$ cat config.mk
export PLATFORM = sky130hd
export DESIGN_NAME = mult_feeder
export DESIGN_NICKNAME = d
export VERILOG_FILES = /design/src/rtl/tt_mult_pkg.sv /design/src/rtl/ternary_byte_sanitizer.sv /design/src/rtl/mult_feeder.sv
export SDC_FILE = /design/constraint.sdc
export NUM_CORES = 1
export LEC_CHECK = 0
export ABC_CLOCK_PERIOD_IN_PS = 3430
export CAP_MARGIN = 20
export CORE_MARGIN = 2
export CORE_UTILIZATION = 45
export DETAILED_ROUTE_END_ITERATION = 8
export GPL_TIMING_DRIVEN = 0
export PLACE_DENSITY = 0.82
export SYNTH_ARGS = -nofsm -noshare
export SYNTH_HDL_FRONTEND = slang
export SYNTH_HIERARCHICAL = 1
export SYNTH_SLANG_ARGS = --single-unit
$ cat constraint.sdc
create_clock -name clk -period 3.43 [get_ports clk]
set_input_delay 1.029 -clock clk [delete_from_list [all_inputs] [get_ports clk]]
set_output_delay 1.029 -clock clk [all_outputs]
set_load 0.01 [all_outputs]
$ cat src/rtl/tt_mult_pkg.sv
// Shared definitions for the ternary multiplier feeder: FSM state encoding,
// default derived sizes and the 2-bit ternary weight codes.
package tt_mult_pkg;

    typedef enum logic [1:0] {
        IDLE   = 2'd0,
        LOAD_W = 2'd1,
        FILL   = 2'd2,
        BURST  = 2'd3
    } feeder_state_t;

    // Sizes for the default geometry (InLen=16, OutLen=8, BitWidth=8)
    localparam int NUM_W_BYTES = 32;
    localparam int VEC_BYTES   = 16;
    localparam int NUM_ROWS    = 8;

    // Ternary weight encoding; 2'b10 would be a "negative zero" and is illegal
    localparam logic [1:0] T_ZERO = 2'b00;
    localparam logic [1:0] T_POS  = 2'b01;
    localparam logic [1:0] T_NEG  = 2'b11;
    localparam logic [1:0] T_ILL  = 2'b10;

endpackage

$ cat src/rtl/ternary_byte_sanitizer.sv
// Cleans one byte of four packed ternary weights: every illegal code is
// replaced by zero and reported on the illegal flag. Purely combinational.
module ternary_byte_sanitizer
    import tt_mult_pkg::*;
(
    input  logic [7:0] raw,
    output logic [7:0] clean,
    output logic       illegal
);

    // Replace each illegal 2-bit code by zero and flag that one was seen
    always_comb begin
        clean   = raw;
        illegal = 1'b0;
        for (int i = 0; i < 4; i++) begin
            if (raw[2*i +: 2] == T_ILL) begin
                clean[2*i +: 2] = T_ZERO;
                illegal         = 1'b1;
            end
        end
    end

endmodule

$ cat src/rtl/mult_feeder.sv
// Upstream feeder for the ternary matrix-vector multiplier.
// Loads the packed ternary weight matrix from a byte stream, buffers one input
// vector and then bursts it into the multiplier one element pair per clock,
// pulsing en in the cycle after each completed burst.
// Optional feature macro: TERNARY_CHECK_EN (sanitize weight bytes, drive err).
module mult_feeder
    import tt_mult_pkg::*;
#(
    parameter int InLen    = 16,
    parameter int OutLen   = 8,
    parameter int BitWidth = 8
)(
    input  logic                      clk,
    input  logic                      rst_n,
    input  logic                      cmd_load,
    input  logic [7:0]                in_data,
    input  logic                      in_valid,
    output logic                      in_ready,
    output logic [2*InLen*OutLen-1:0] W,
    output logic [2*BitWidth-1:0]     vec_in,
    output logic [2:0]                row,
    output logic                      en,
    output logic                      w_valid,
    output logic                      err
);

    localparam int WBits     = 2 * InLen * OutLen;
    localparam int NumWBytes = WBits / 8;
    localparam int VecBytes  = InLen;
    localparam int NumRows   = InLen / 2;
    localparam int CntW      = $clog2(NumWBytes);
    localparam int VbW       = $clog2(VecBytes);

    feeder_state_t state_q, next_state;

    logic [CntW-1:0]     cnt_q;
    logic [WBits-1:0]    w_q;
    logic [2*BitWidth-1:0] vec_q;
    logic [2:0]          row_q;
    logic                en_q;
    logic                in_ready_q;
    logic                w_valid_q;
    logic [BitWidth-1:0] vbuf [VecBytes];

    logic                in_ready_d;
    logic                en_d;
    logic [7:0]          w_byte;
    logic                restart;
    logic                take;
    logic                accepted_load;
    logic [2:0]          next_row;
    logic                last_w_byte;
    logic                last_v_byte;
    logic                last_row;

    // A reload from FILL is only honoured before the first vector byte, and it
    // wins over a byte offered in the same cycle
    assign restart       = (state_q == FILL) && cmd_load && (cnt_q == '0);
    assign take          = in_valid && in_ready_q && !restart;
    assign accepted_load = ((state_q == IDLE) && cmd_load) || restart;
    assign next_row      = row_q + 3'd1;
    assign last_w_byte   = (cnt_q == CntW'(NumWBytes - 1));
    assign last_v_byte   = (cnt_q == CntW'(VecBytes - 1));
    assign last_row      = (row_q == 3'(NumRows - 1));

`ifdef TERNARY_CHECK_EN
    logic illegal;
    logic err_q;

    ternary_byte_sanitizer u_sanitizer (
        .raw     (in_data),
        .clean   (w_byte),
        .illegal (illegal)
    );

    // Sticky illegal-weight flag, cleared only by a new load command
    always_ff @(posedge clk) begin
        if (!rst_n)
            err_q <= 1'b0;
        else if (accepted_load)
            err_q <= 1'b0;
        else if ((state_q == LOAD_W) && take && illegal)
            err_q <= 1'b1;
    end

    assign err = err_q;
`else
    assign w_byte = in_data;
    assign err    = 1'b0;
`endif

    // State register
    always_ff @(posedge clk) begin
        if (!rst_n)
            state_q <= IDLE;
        else
            state_q <= next_state;
    end

    // Next-state logic
    always_comb begin
        next_state = state_q;
        case (state_q)
            IDLE:   if (cmd_load) next_state = LOAD_W;
            LOAD_W: if (take && last_w_byte) next_state = FILL;
            FILL: begin
                if (restart)
                    next_state = LOAD_W;
                else if (take && last_v_byte)
                    next_state = BURST;
            end
            BURST:  if (last_row) next_state = FILL;
            default: next_state = IDLE;
        endcase
    end

    // Next values of the registered control outputs
    always_comb begin
        in_ready_d = (next_state == LOAD_W) || (next_state == FILL);
        en_d       = (state_q == BURST) && last_row;
    end

    // Counters, weight register, vector pair and status outputs
    always_ff @(posedge clk) begin
        if (!rst_n) begin
            cnt_q      <= '0;
            w_q        <= '0;
            vec_q      <= '0;
            row_q      <= '0;
            en_q       <= 1'b0;
            in_ready_q <= 1'b0;
            w_valid_q  <= 1'b0;
        end else begin
            en_q       <= en_d;
            in_ready_q <= in_ready_d;
            case (state_q)
                IDLE: begin
                    if (cmd_load) begin
                        cnt_q     <= '0;
                        w_valid_q <= 1'b0;
                    end
                end
                LOAD_W: begin
                    if (take) begin
                        w_q[cnt_q*8 +: 8] <= w_byte;
                        if (last_w_byte) begin
                            cnt_q     <= '0;
                            w_valid_q <= 1'b1;
                        end else begin
                            cnt_q <= cnt_q + 1'b1;
                        end
                    end
                end
                FILL: begin
                    if (restart) begin
                        cnt_q     <= '0;
                        w_valid_q <= 1'b0;
                    end else if (take) begin
                        if (last_v_byte) begin
                            cnt_q <= '0;
                            row_q <= '0;
                            vec_q <= {vbuf[1], vbuf[0]};
                        end else begin
                            cnt_q <= cnt_q + 1'b1;
                        end
                    end
                end
                BURST: begin
                    if (last_row) begin
                        row_q <= '0;
                        cnt_q <= '0;
                    end else begin
                        row_q <= next_row;
                        vec_q <= {vbuf[VbW'({next_row, 1'b1})],
                                  vbuf[VbW'({next_row, 1'b0})]};
                    end
                end
                default: ;
            endcase
        end
    end

    // Vector byte buffer; contents are don't-care until filled
    always_ff @(posedge clk) begin
        if ((state_q == FILL) && take)
            vbuf[cnt_q[VbW-1:0]] <= in_data;
    end

    assign in_ready = in_ready_q;
    assign W        = w_q;
    assign vec_in   = vec_q;
    assign row      = row_q;
    assign en       = en_q;
    assign w_valid  = w_valid_q;

endmodule

==> metrics.csv, run 1 <==
stage,metric,value,unit
power_and_ir_drop,p_clk_frac,0.460,
final_layout,layout-drive-gt1-share,0.111,
critical_path,critical_path.slowest_cell,or4b_1,
synth,syn-cell-area,16300,um^2
power_and_ir_drop,switching_share,0.216,
worst_hold_path,hold_path.class,reg2reg,
synth,yosysMostFrequentCell,dfxtp_1,
grt,antenna_found_initial,2,
floorplan,fp.dieW,194,um
cts,cts_buffer_depth,3,
final_layout,final_nets,1899,
sta,maxSlewViolCount,0,
sta,final_hold_viol_count,0,
grt,grt_use_met2,0.439,
routing,wirelength,51.9,mm
floorplan,initial_core_util,0.457,
synth,syn_inst,1520,
routing,ant_nets,0,
routing,vias,13600,
cts,clock_latency,550,ps
floorplan,boundaryPins,291,
floorplan,dieArea,37700,um^2
grt,grt_util_met1,0.318,
sta,slew_headroom,0.411,
final_layout,areaGrowthSynthToFinish,31.7,%
critical_path,worstSetupEndpointType,register,
routing,drt-initial-drc-count,1213,
power_and_ir_drop,peakVddDrop,387,uV
synth,synth_edf_count,128,
synth,synth.area.top_cells,"dfxtp_1 (35%), edfxtp_1 (24%), nand3_1 (6.4%), mux2i_1 (5.5%), nand2_1 (5.2%)",
floorplan,coreArea,35600,um^2
final_layout,post-route-util,0.602,
job,max_cap_viol_count,0,
synth,yosysTopAreaCell,dfxtp_1,
grt,grt_usage,0.264,
cts,path_clk_slew,60,ps
cts,cts_buffers,42,
synth,ys_top_cells_by_count,"dfxtp_1 (285), nand2_1 (227), nand3_1 (207), o21ai_0 (151), edfxtp_1 (128)",
place,place_congestion,0.928,
routing,viasPerCell,5.77,
routing,drc,0,
sta,fin_skew,28.2,ps
power_and_ir_drop,cellPowerDensity,458,nW/um^2
floorplan,die_h,194,um
run_status,status,"complete, no violations",
critical_path,crit_path_start_kind,register,
power_and_ir_drop,switchingPower,2.11,mW
sta,rsz0062_at_grt,yes,
synth,synthFlopType,dfxtp_1,
grt,grt_max_degree,20,
routing,wl_per_cell,21.9,um
grt,grt_first_pass_wirelength,78.0,mm
grt,grt_pass1_vias,13400,
power_and_ir_drop,leakagePower,7.42,nW
critical_path,path_class,reg2reg,
power_and_ir_drop,power,9.81,mW
cts,ctsHoldBuffers,0,
cts,clock_sinks,413,
critical_path,cp.required,3880,ps
synth,yosysSeqAreaShare,0.587,
sta,min_period_over_period,0.962,
synth,synth-async-reset-ratio,0,
synth,yosysWarnings,6,
synth,synth_fp_nets,1546,
synth,synth_top_area_share,0.351,
place,post-dp-hpwl,36.2,mm
power_and_ir_drop,seqPwrFrac,0.514,
grt,grt_use_met3,0.0805,
critical_path,crit_path_max_fanout,10,
floorplan,num_rows,69,
place,io_buffer_count,289,
grt,overflow,0,
routing,drtPass1Iterations,5,
sta,worst_pin_slew,881,ps
synth,synth-seq-cells,413,
cts,cts_tree,done,
power_and_ir_drop,p_int,7.69,mW
cts,cts.htree.levels,2,
synth,avgSynthCellArea,10.7,um^2
sta,finalSetupViolCount,0,
grt,top_usage_layer,met2,
synth,yosysUniqueCellTypes,67,
power_and_ir_drop,combPwrFrac,0.026,
sta,period_minus_slack,3300,ps
cts,clockRootBuffer,clkbuf_16,
sta,fmax,0.303,GHz
critical_path,max_stage_delay,540,ps
critical_path,worst_ep_arrival_time,3750,ps
critical_path,worstPathCellList,buf_4 > buf_4 > inv_1 > ha_2 > inv_1 > nor2_1 > ha_2 > and4b_2 > nand2_4 > or4b_1 > buf_2 > buf_2 > o21ai_0,
[worst paths after layout]
path | from | endpoint | slack, ps | cells after the start
max | cnt_q[0]$_SDFFE_PN0P_ | W[154]$_SDFFE_PN0P_ | 130 | 13
min | W[20]$_SDFFE_PN0P_ | W[20]$_SDFFE_PN0P_ | 460 | 2
max reg2reg | cnt_q[0]$_SDFFE_PN0P_ | W[154]$_SDFFE_PN0P_ | 130 | 13
min reg2reg | W[20]$_SDFFE_PN0P_ | W[20]$_SDFFE_PN0P_ | 460 | 2
[cell families after synthesis]
logic type	share of synthesized area
simple gates	0.171
flops	0.587
compound gates	0.0951
buf+inv	0.0352
mux	0.0991
fa+ha+maj	0.0108
xor+xnor	0.00162
other cells	0.000231
[area by class of cell]
type                            instances  area [um^2]
Tap cell                              461          577
Fill cell                            2867        14200
Buffer                                121          548
Inverter                               12         45.0
Multi-Input combinational cell        971         6280
Timing Repair Buffer                  312         3060
Sequential cell                       413         9550
Clock buffer                           55         1150
Antenna cell                            1         2.50
Clock inverter                         20          203
[worst max-delay path: cells and delay by family, from the launching register on]
kind	cells	cell delay (ps)
buffers and inverters	6	1000
AOI/OAI and AO/OA	1	200
adders and majority gates	2	500
and+or+nand+nor	4	1120
DFF	1	380
[timing repair]
item,in CTS,in global routing
pin swaps,5,4
setup buffers,6,16
gates resized for setup,28,32
endpoints found under the setup margin,375,339
hold endpoints to repair,0,0
[cells in the final DEF, fill, tap and decap left out, types with 5 or more instances in the layout]
cell               n
o31ai_1           34
nand2_1          221
edfxtp_1         128
mux4_2            32
nand2_2            8
nor3_4             6
clkinv_2           8
buf_1             13
clkbuf_2          17
and2_1            11
clkbuf_16         43
clkdlybuf4s50_1  289
nand4_1           25
nor2_1            51
buf_4             27
o21ai_0          151
o2bb2ai_1         15
ha_1              12
dfxtp_1          285
o21ai_1           14
inv_1             12
a21oi_1            8
nand3_1          207
mux2i_1           89
a22o_1             8
clkbuf_1          67
buf_2             26
nor4_4             5
[stage by stage]
| step | setup WS (ps) | setup TNS [ps] | std cells | hold slack (ps) | area [um^2] |
|---|---|---|---|---|---|
| floorplan | 429 | 0 | 1520 | 473 | 16300 |
| CTS | 41.7 | 0 | 2350 | 461 | 21200 |
| global route | -36.9 | -75.9 | 2366 | 473 | 21400 |
| global placement | -479 | -47000 | 2270 | 444 | 19700 |
| finish | 130 | 0 | 2366 | 456 | 21400 |
| detailed placement | -617 | -79040 | 2270 | 450 | 19700 |
[metal layers]
metal / wire length (um) / vias up
li1: - / 6207
met1: 19700 / 6590
met2: 24700 / 695
met3: 5260 / 152
met4: 2160 / 0
met5: 0 / -
[registers in the layout (all words and copies together), names as in the netlist]
| name | flops |
|---|---|
| W | 256 |
| vbuf | 128 |
| vec_in | 16 |
| cnt_q | 5 |
| row | 3 |
| state_q | 2 |
| en | 1 |
| in_ready | 1 |
| w_valid | 1 |
[power by group through the flow]
stage / Combinational [mW] / Clock (mW) / Sequential (mW)
after floorplan: 0.129 / 0 / 5.15
after global placement: 0.238 / 0 / 5.15
after detailed placement: 0.244 / 0 / 5.15
after CTS: 0.248 / 4.54 / 5.04
after global routing: 0.275 / 4.74 / 5.04
final: 0.257 / 4.51 / 5.04
(Power assumes the default switching activity.)
==> run 2, diff against run 1 <==
RECOVER_POWER = 100   (was default)
==> metrics.csv, run 2 (synthesis gave the netlist of run 1 again) <==
stage,metric,value,unit,change
sta,fin_skew,24.8,ps,-3.40 ps
power_and_ir_drop,cellPowerDensity,458,nW/um^2,about the same
place,post-place-ws,-617,ps,unchanged
sta,final_hold_viol_count,0,,unchanged
place,post-dp-hpwl,36.2,mm,unchanged
grt,antenna_found_initial,2,,unchanged
grt,overflow,0,,unchanged
power_and_ir_drop,switching_share,0.215,,-0.000435
cts,path_clk_slew,60,ps,about the same
critical_path,timing.rr.start,cnt_q[0]$_SDFFE_PN0P_,,
power_and_ir_drop,switchingPower,2.11,mW,-0.29%
sta,period_minus_slack,3350,ps,+48.2 ps
cts,clock_sinks,413,,unchanged
sta,slew_headroom,0.393,,-0.0180
floorplan,coreArea,35600,um^2,unchanged
routing,wl_per_cell,21.9,um,about the same
final_layout,final_nets,1899,,unchanged
floorplan,num_rows,69,,unchanged
grt,grt_pass1_vias,13400,,unchanged
floorplan,dieArea,37700,um^2,unchanged
final_layout,final_cell_mix,"dfxtp_1 (285), nand2_1 (221), nand3_1 (207), clkdlybuf4s50_1 (152), o21ai_0 (151)",,
power_and_ir_drop,p_clk_frac,0.460,,about the same
cts,cts_buffer_depth,3,,unchanged
sta,fmax,0.299,GHz,-1.4%
cts,cts_tree,done,,
power_and_ir_drop,leakagePower,7.89,nW,+6.3%
critical_path,worstSetupEndpointType,register,,
critical_path,path_class,in2reg,,
worst_hold_path,hold_path.class,reg2reg,,
worst_hold_path,hold_path_depth,2,,unchanged
job,max_cap_viol_count,0,,unchanged
critical_path,crit_path_start_kind,input pin,,
critical_path,crit_start,in_data[3],,
floorplan,die_h,194,um,unchanged
cts,ctsHoldBuffers,0,,unchanged
routing,viasPerCell,5.80,,+0.59%
sta,timing.hold.ws,453,ps,-3.04 ps
routing,ant_nets,0,,unchanged
place,dpl-instance-area,19700,um^2,unchanged
routing,drt-initial-drc-count,1258,,+3.7%
cts,clock_latency,550,ps,about the same
critical_path,cp.required,3880,ps,about the same
place,place_congestion,0.928,,unchanged
cts,cts.htree.levels,2,,unchanged
sta,rsz0062_at_grt,yes,,
grt,grt_usage,0.264,,unchanged
sta,maxSlewViolCount,0,,unchanged
power_and_ir_drop,peakVddDrop,385,uV,-0.48%
final_layout,post-route-util,0.602,,unchanged
final_layout,largest_reg_flops,256,,unchanged
power_and_ir_drop,combPwrFrac,0.026,,about the same
run_status,status,"complete, no violations",,
critical_path,worst_ep_arrival_time,3800,ps,+50 ps
floorplan,boundaryPins,291,,unchanged
critical_path,crit_path_max_fanout,19,,+9
cts,clockRootBuffer,clkbuf_16,,
floorplan,initial_core_util,0.457,,unchanged
final_layout,fin_area,21400,um^2,unchanged
routing,drc,0,,unchanged
grt,grt_max_degree,20,,unchanged
routing,vias,13700,,+0.59%
routing,drtPass1Iterations,6,,+1
place,io_buffer_count,289,,unchanged
sta,fin_ws,81.3,ps,-48.2 ps
cts,cts_buffers,42,,unchanged
routing,wirelength,51.8,mm,about the same
floorplan,fp.dieW,194,um,unchanged
sta,finalSetupViolCount,0,,unchanged
grt,grt_first_pass_wirelength,78.0,mm,unchanged
sta,min_period_over_period,0.976,,+0.0141
final_layout,layout-drive-gt1-share,0.111,,unchanged
sta,worst_pin_slew,910,ps,+29.8 ps
power_and_ir_drop,seqPwrFrac,0.514,,about the same
worst_hold_path,min_from,W[20]$_SDFFE_PN0P_,,
power_and_ir_drop,power,9.80,mW,about the same
power_and_ir_drop,p_int,7.69,mW,about the same
final_layout,areaGrowthSynthToFinish,31.7,%,unchanged
final_layout,final_common_cell,dfxtp_1,,
critical_path,r2r_cells,13,,unchanged
run 2: final timing paths:
kind                   endpoint  slack (ps)
max          W[99]$_SDFFE_PN0P_          80
min          W[20]$_SDFFE_PN0P_         450
max reg2reg  W[71]$_SDFFE_PN0P_         110
min reg2reg  W[20]$_SDFFE_PN0P_         450
run 2: what timing repair did:
item                                    CTS  global route
buffers inserted                          6            16
cloned                                    0             0
pin swaps                                 5             4
endpoints found under the setup margin  375           339
resized for setup                        28            32
run 2: layer usage:
metal	vias to the layer above	track usage	share of wire
met4	0	0.111	0.041
met2	729	0.439	0.48
met1	6638	0.318	0.38
met5	-	0	0
li1	6208	-	-
met3	150	0.0805	0.10
run 2: critical path: stages:
cell	delay [ps]
dlygate4sd3_1	1110
and2_1	230
clkbuf_1	600
clkbuf_2	500
nand3_1	140
mux2i_1	170
run 2: layout make-up:
class | count | area [um^2]
fillers | 2867 | 14200
flip-flops and latches | 413 | 9550
multi-input cells | 971 | 6280
repair buffers | 312 | 3060
clock buffers | 55 | 1150
well taps | 461 | 577
plain buffers | 121 | 548
clock inverters | 20 | 203
inverters | 12 | 45.0
diodes | 1 | 2.50
run 2: through the flow:
step | TNS (ps) | instances
3_3_place_gp | -47000 | 2270
6_report | 0 | 2366
5_1_grt | -75.9 | 2366
4_1_cts | 0 | 2350
2_1_floorplan | 0 | 1520
3_5_place_dp | -79040 | 2270
run 2: power groups by stage:
stage	registers (mW)	logic [mW]	clock network, mW
after detailed placement	5.15	0.244	0
after global placement	5.15	0.238	0
final	5.04	0.256	4.50
after floorplan	5.15	0.129	0
after global routing	5.04	0.273	4.74
after CTS	5.04	0.248	4.54
